File: config.mk
export PLATFORM = sky130hd
export DESIGN_NAME = alu_seq_param
export DESIGN_NICKNAME = d
export VERILOG_FILES = /design/src/rtl/alu_seq_param.sv
export SDC_FILE = /design/constraint.sdc
export NUM_CORES = 1
export LEC_CHECK = 0
export ABC_AREA = 1
export CORE_UTILIZATION = 61
export CTS_CLUSTER_SIZE = 8
export DETAILED_ROUTE_END_ITERATION = 10
export PLACE_DENSITY_LB_ADDON = 0.05
export SLEW_MARGIN = 20
export SYNTH_ARGS = -nofsm -noshare
export SYNTH_HDL_FRONTEND = slang
export SYNTH_SLANG_ARGS = --single-unit
export TNS_END_PERCENT = 50
File: constraint.sdc
create_clock -name clk -period 5.7 [get_ports clk]
set_input_delay 1.14 -clock clk [delete_from_list [all_inputs] [get_ports clk]]
set_output_delay 1.14 -clock clk [all_outputs]
set_load 0.01 [all_outputs]
File: src/rtl/alu_seq_param.sv
// Registered WIDTH-bit ALU with valid/ready handshakes and status flags.
// MUL runs a WIDTH-cycle shift-add and returns the full 2*WIDTH product.
module alu_seq_param #(
  parameter int WIDTH = 8
) (
  input  logic             clk,
  input  logic             rst_n,
  input  logic             in_valid,
  output logic             in_ready,
  input  logic [WIDTH-1:0] a,
  input  logic [WIDTH-1:0] b,
  input  logic             cin,
  input  logic [2:0]       sel,
  output logic             out_valid,
  input  logic             out_ready,
  output logic [WIDTH-1:0] y,
  output logic [WIDTH-1:0] y_hi,
  output logic             cout,
  output logic             zero,
  output logic             neg,
  output logic             ovf
);

  localparam int CW = $clog2(WIDTH) + 1;

  localparam logic [1:0] S_IDLE = 2'd0;
  localparam logic [1:0] S_MUL  = 2'd1;
  localparam logic [1:0] S_DONE = 2'd2;

  localparam logic [2:0] OP_ADD  = 3'b000;
  localparam logic [2:0] OP_SUB  = 3'b001;
  localparam logic [2:0] OP_MUL  = 3'b010;
  localparam logic [2:0] OP_NOT  = 3'b011;
  localparam logic [2:0] OP_AND  = 3'b100;
  localparam logic [2:0] OP_OR   = 3'b101;
  localparam logic [2:0] OP_XOR  = 3'b110;
  localparam logic [2:0] OP_XNOR = 3'b111;

  logic [1:0]         state;
  logic [2*WIDTH-1:0] mcand;
  logic [WIDTH-1:0]   mplier;
  logic [2*WIDTH-1:0] acc;
  logic [CW-1:0]      cnt;

  logic [WIDTH:0]     sum;
  logic [WIDTH:0]     diff;
  logic [WIDTH-1:0]   r_y;
  logic               r_c;
  logic               r_v;
  logic [2*WIDTH-1:0] nacc;
  logic               last;

  assign in_ready  = (state == S_IDLE);
  assign out_valid = (state == S_DONE);

  assign sum  = {1'b0, a} + {1'b0, b} + {{WIDTH{1'b0}}, cin};
  assign diff = {1'b0, a} - {1'b0, b} - {{WIDTH{1'b0}}, cin};

  always_comb begin
    r_y = '0;
    r_c = 1'b0;
    r_v = 1'b0;
    unique case (sel)
      OP_ADD: begin
        r_y = sum[WIDTH-1:0];
        r_c = sum[WIDTH];
        r_v = (a[WIDTH-1] == b[WIDTH-1]) &&
              (sum[WIDTH-1] != a[WIDTH-1]);
      end
      OP_SUB: begin
        r_y = diff[WIDTH-1:0];
        r_c = diff[WIDTH];
        r_v = (a[WIDTH-1] != b[WIDTH-1]) &&
              (diff[WIDTH-1] != a[WIDTH-1]);
      end
      OP_MUL:  r_y = '0;
      OP_NOT:  r_y = ~a;
      OP_AND:  r_y = a & b;
      OP_OR:   r_y = a | b;
      OP_XOR:  r_y = a ^ b;
      OP_XNOR: r_y = ~(a ^ b);
      default: r_y = '0;
    endcase
  end

  // One partial product per cycle, LSB of the multiplier first
  assign nacc = acc + (mplier[0] ? mcand : '0);
  assign last = (cnt == CW'(WIDTH - 1));

  always_ff @(posedge clk or negedge rst_n) begin
    if (!rst_n) begin
      state  <= S_IDLE;
      mcand  <= '0;
      mplier <= '0;
      acc    <= '0;
      cnt    <= '0;
      y      <= '0;
      y_hi   <= '0;
      cout   <= 1'b0;
      zero   <= 1'b0;
      neg    <= 1'b0;
      ovf    <= 1'b0;
    end else begin
      unique case (state)
        S_IDLE: begin
          if (in_valid) begin
            if (sel == OP_MUL) begin
              mcand  <= {{WIDTH{1'b0}}, a};
              mplier <= b;
              acc    <= '0;
              cnt    <= '0;
              state  <= S_MUL;
            end else begin
              y     <= r_y;
              y_hi  <= '0;
              cout  <= r_c;
              ovf   <= r_v;
              zero  <= (r_y == '0);
              neg   <= r_y[WIDTH-1];
              state <= S_DONE;
            end
          end
        end
        S_MUL: begin
          acc    <= nacc;
          mcand  <= mcand << 1;
          mplier <= mplier >> 1;
          cnt    <= cnt + CW'(1);
          if (last) begin
            {y_hi, y} <= nacc;
            cout  <= 1'b0;
            ovf   <= 1'b0;
            zero  <= (nacc == '0);
            neg   <= nacc[2*WIDTH-1];
            state <= S_DONE;
          end
        end
        S_DONE: begin
          if (out_ready) state <= S_IDLE;
        end
        default: state <= S_IDLE;
      endcase
    end
  end

endmodule

==> Word level (Yosys, flattened, before mapping) <==
Cells that the tools add are included.
{ "totals": {"inputBits": 24, "elab_cells": 95, "reg_bits": 66, "out_inout_bits": 22} }
{ "classes": {"muxes": 44, "eq_ne": 19, "n_reduce_logical": 10, "addsub": 6, "bitwise": 5} }
{ "op_table": {"columns": ["op", "count"], "rows": [
  ["$mux W16", 5],
  ["$mux W8", 8],
  ["$pmux W16 S2", 2],
  ["$pmux W8 S8", 1],
  ["$pmux W8 S2", 3],
  ["$add A16 B16 Y16", 1],
  ["$logic_not A16 Y1", 1],
  ["$not A8 Y8", 2],
  ["$eq A3 B3 Y1 const B", 4],
  ["$pmux W1 S2", 6],
  ["$mux W1", 11],
  ["$add A8 B8 Y9", 1],
  ["$add A9 B1 Y9", 1],
  ["$sub A8 B8 Y9", 1],
  ["$sub A9 B1 Y9", 1],
  ["$and A8 B8 Y8", 1],
  ["$logic_not A8 Y1", 1],
  ["$mux W2", 4],
  ["$mux W4", 2],
  ["$or A8 B8 Y8", 1],
  ["$pmux W4 S2", 1],
  ["$xor A8 B8 Y8", 1],
  ["$eq A3 B2 Y1 const B", 2],
  ["$ne A2 B2 Y1 const B", 3],
  ["15 further kinds", 20]
]} }

==> Depth between registers and ports, before layout <==
{ "logic_depth": {"depth_word": 8, "ltp_mapped": 20, "mapped_depth_nobuf": 18} }

==> Worst setup path before layout <==
OpenSTA, ideal clock, no wires.
{ "synth_path": {"path_kind": "in2reg", "startpoint": "in a[0]", "endpoint": "reg zero", "required_ns": 5.584, "path_buffers": 0, "setup_time_ns": 0.116, "setup_slack_ns": 2.769, "t_arrival_ns": 2.815, "cell_stages": 16, "cell_sequence": "inv_1 fa_1 inv_1 ha_1 o21ai_0 nand2_1 nand3_1 nand2_1 nand2_1 nand3_1 nand2_1 nand2_1 nand4_1 nand2_1 nand2_1 nand2_1"} }
{ "synth_between": {"elab_chain_len": 7, "elab_cells_between_ends": 14, "classes_between": "add/sub: 4; mux: 4; bitwise: 5; reduce/logical: 1"} }
{ "synth_rtl": {"columns": ["element", "line_no", "source"], "rows": [
  ["start, declared", "10", "input logic [WIDTH-1:0] a,"],
  ["$sub A8 B8 Y9 (tied with other cells)", "57", "assign diff = {1'b0, a} - {1'b0, b} - {{WIDTH{1'b0}}, cin};"],
  ["$sub A9 B1 Y9 (tied with other cells)", "57", null],
  ["$pmux W8 S8 (*)", "63", "unique case (sel)"],
  ["$logic_not A8 Y1 (*)", "118", "zero <= (r_y == '0);"],
  ["$mux W1 (*)", "107", "if (sel == OP_MUL) begin"],
  ["$mux W1 (*)", "106", "if (in_valid) begin"],
  ["$pmux W1 S2 (*)", "104", "unique case (state)"],
  ["end signal, assigned", "118", null],
  ["end signal, assigned", "133", "zero <= (nacc == '0);"],
  ["end, declared", "19", "output logic zero,"]
]} }
Every way passes the cells marked *; elsewhere a longest branch is shown, timed or not. The select of a mux whose other input is x is not followed.
A chain may end at the register's enable or synchronous reset.

==> Worst setup path in the final report <==
{ "layout_path": {"startpoint": "in a[0]", "endpoint": "reg ovf"} }
{ "layout_between": {"elab_chain_len": 8, "elab_cells_between_ends": 12, "classes_between": "add/sub: 4; eq/ne: 2; mux: 4; reduce/logical: 2"} }
{ "layout_rtl": {"columns": ["element", "line_no", "source"], "rows": [
  ["$sub A8 B8 Y9 / $add A8 B8 Y9 (equally long branches)", "57, 56", null],
  ["$sub A9 B1 Y9 / $add A9 B1 Y9 (equally long branches)", "57, 56", null],
  ["$ne A1 B1 Y1 (on tied branches)", "74, 68", null],
  ["$logic_and A1 B1 Y1 (on tied branches)", "73, 67", null],
  ["$pmux W1 S2 (*)", "63", null],
  ["$mux W1 (*)", "107", null],
  ["$mux W1 (*)", "106", null],
  ["$pmux W1 S2 (*)", "104", null],
  ["end signal, assigned", "117", "ovf <= r_v;"],
  ["end, declared", "21", "output logic ovf"]
]} }
Marked as above.

==> key figures <==
Outcome
  – Status: completed

Detailed routing
  – Via density: 5.68
  – DR DRC count: 0
  – Routed Antenna Nets: 0
  – Pre-antenna DRT Iters: 6
  – Via count of the routed design: 5,441
  – Average wire per standard cell: 16.3 microns
  – DRT Wirelength: 15,600 microns
  – Drt initial violations: 333

Synthesis
  – Async S/R FF share, synth: 1.00
  – Mapped Area: 0.00550 sq mm
  – EDFF count, synth: 0
  – Avg Synthesized Cell Area: 6.80 sq um
  – Yosys warnings: 0
  – Top cells by area, synth: dfrtp_1 30%, nand2_1 18%, ha_1 10%
  – Count of state elements after synthesis: 66
  – Syn Nets: 884
  – Post-synth top flop: dfrtp_1
  – Cell variety after synth: 40
  – Post-synthesis instance total: 809
  – Part of the Yosys area used for sequential elements: 0.300
  – Share of the synthesized area in the top cell type: 0.300
  – Cell taking the most area after synthesis: dfrtp_1

Global routing
  – Initial antenna violation count: 0
  – Vias in the first global route: 5,320
  – GRT overflow: 0
  – GR Util All Layers: 0.346
  – First-pass GRT wire length: 25,800 microns
  – Largest net degree at the start of global routing: 67

Clocking
  – Setup bufs post-CTS: 0
  – Resize count post-CTS: 0
  – CTS tree: yes
  – Post-CTS Hold Buffers: 0
  – CTS Buffer Depth: 2
  – Root buffer cell: clkbuf_8
  – Clock Sink Count: 66
  – Total CTS buffers: 9
  – Clock latency on the worst-skew pair: 0.35 ns
  – Worst-path clk slew: 0.08 ns
  – # H-tree levels: 3

Die
  – Die area: 0.00940 sq mm
  – Number of core rows: 34
  – Die Y: 97.0 microns
  – I/O Pins: 46
  – CORE AREA: 0.00872 sq mm
  – Initial core utilization: 0.631
  – Die W: 97.0 microns

STA
  – Tightest Pin Transition: 0.857 ns
  – Fin. max-slew vios: 0
  – Tcrit/Tclk final: 0.630
  – Hold WS: 0.486 ns
  – Slew Limit Headroom: 0.428
  – RSZ-0062 raised after global routing: no
  – Final hold violations: 0
  – Min Tclk post-route: 3.59 ns
  – FMAX: 279 MHz
  – Setup_tns: 0 ns
  – Endpoints failing setup: 0
  – Worst clock skew: 0.0145 ns

Place
  – DP Wirelength: 11,900 microns
  – RD Place Congestion: 0.967
  – IO buf count: 45
  – Placed cell count: 942

Critical path
  – Worst r2r src: mplier[0]
  – Worst setup SP type: input port
  – CP max FO: 4
  – CP Launch Point: a[0]
  – Crit path capture type: flop
  – Critical path class: input port to flop
  – WP data required: 5.99 ns
  – Arrival time worst endpoint: 3.88 ns

Finish
  – Filler instances: 742
  – Antenna cell count: 0
  – Seq. cell area: 0.00165 sq mm
  – Commonest non-fill, non-tap cells in the layout: 259 x nand2_1, 131 x inv_1, 66 x dfrtp_1
  – Synth-to-layout area growth: 12.0%
  – Final layout net count: 920
  – Commonest non-fill, non-tap cell in the layout: nand2_1
  – Non-Filler Instances: 958
  – Multi-input logic area: 0.00320 sq mm
  – Share of layout cells above drive strength 1: 0.0588

Hold path
  – Hold/Removal Path Class: flop to flop
  – Hold wc startpoint: cout

Job
  – Number of max-cap violations: 0

Power
  – Leak: 0.00337 uW
  – Pwr Total: 2330 uW
  – Peak VDD IR: 0.179 mV
  – Pwr dens: 379 mW/mm^2
path summary, 6_finish.rpt:
path | endpoint | cells past startpoint | slack, ns
max in group asynchronous | cnt[2] | 2 | 4.17
min reg2reg | cout | 2 | 0.49
min in group asynchronous | mplier[2] | 2 | 0.96
max reg2reg | zero | 14 | 2.81
max | ovf | 15 | 2.11
min | cout | 2 | 0.49
report_power, final:
part | leakage (uW) | switching (uW) | internal (uW)
Sequential | 0.000855 | 128 | 641
Clock | 0.000100 | 208 | 206
Combinational | 0.00241 | 713 | 437
Total | 0.00337 | 1050 | 1280
worst max-delay path, cell delays in order:
cell	delay, ns
clkdlybuf4s50_1	0.56
inv_1	0.14
fa_1	0.61
inv_1	0.06
ha_1	0.16
o21ai_0	0.24
nand2_1	0.14
nand3_1	0.11
nand2_1	0.05
nand2_1	0.08
nand2_1	0.09
xor2_1	0.15
o21ai_0	0.19
nand2_1	0.08
nand2_1	0.07
registers in the layout, summed over array words and instances (netlist names):
| register | flops |
|---|---|
| mplier | 8 |
| neg | 1 |
| acc | 16 |
| cnt | 4 |
| zero | 1 |
| y_hi | 8 |
| state | 2 |
| y | 8 |
| mcand | 16 |
| ovf | 1 |
| cout | 1 |
synthesized netlist by cell type (2+ instances only):
master / number
nor2_4: 5
xor2_1: 6
a22o_1: 2
buf_2: 6
nand3_2: 4
o21ai_0: 33
a31oi_1: 7
o21bai_1: 2
o31ai_1: 2
o22ai_1: 11
o211ai_1: 14
nor2_2: 4
xnor2_1: 3
dfrtp_1: 66
nor3_1: 3
fa_1: 5
inv_1: 131
or2_2: 2
buf_4: 2
nand2_2: 7
nor2_1: 53
nand2_1: 259
inv_2: 6
nand4_1: 17
a21oi_1: 21
ha_1: 46
o21a_1: 2
nand3_1: 60
buf_6: 5
o21ai_1: 3
clkbuf_1: 7
nand3b_1: 6
or2_1: 2
stage by stage:
stage | cell area [sq um] | setup WS [ns] | utilization
finish | 6160 | 2.11 | 0.706
global route | 6160 | 1.93 | 0.706
CTS | 6160 | 2.15 | 0.706
detailed placement | 5960 | 1.86 | 0.683
global placement | 5960 | 1.93 | 0.683
floorplan | 5500 | 2.77 | -
routing by layer:
layer	wire (microns)	global-route usage	up-vias
met5	0	0	-
met3	947	0.0549	60
met4	858	0.209	0
met2	7550	0.584	209
li1	-	-	2654
met1	6270	0.413	2518
logic make-up (layout without fill, tap and decap cells):
group	Yosys count	in the layout	synth area share
xor+xnor	9	9	0.0143
simple gates	424	424	0.336
fa+ha+maj	51	51	0.123
compound gates	101	101	0.109
buf+inv	158	199	0.117
flops	66	66	0.300
cell type report:
class	count	area share
sequential	66	0.268
clock buffer	9	0.0201
clock inverter	7	0.0126
multi-input combinational	585	0.520
tap	108	0.0219
timing repair buffer	46	0.0735
inverter	137	0.0835
(Power assumes the default switching activity.)
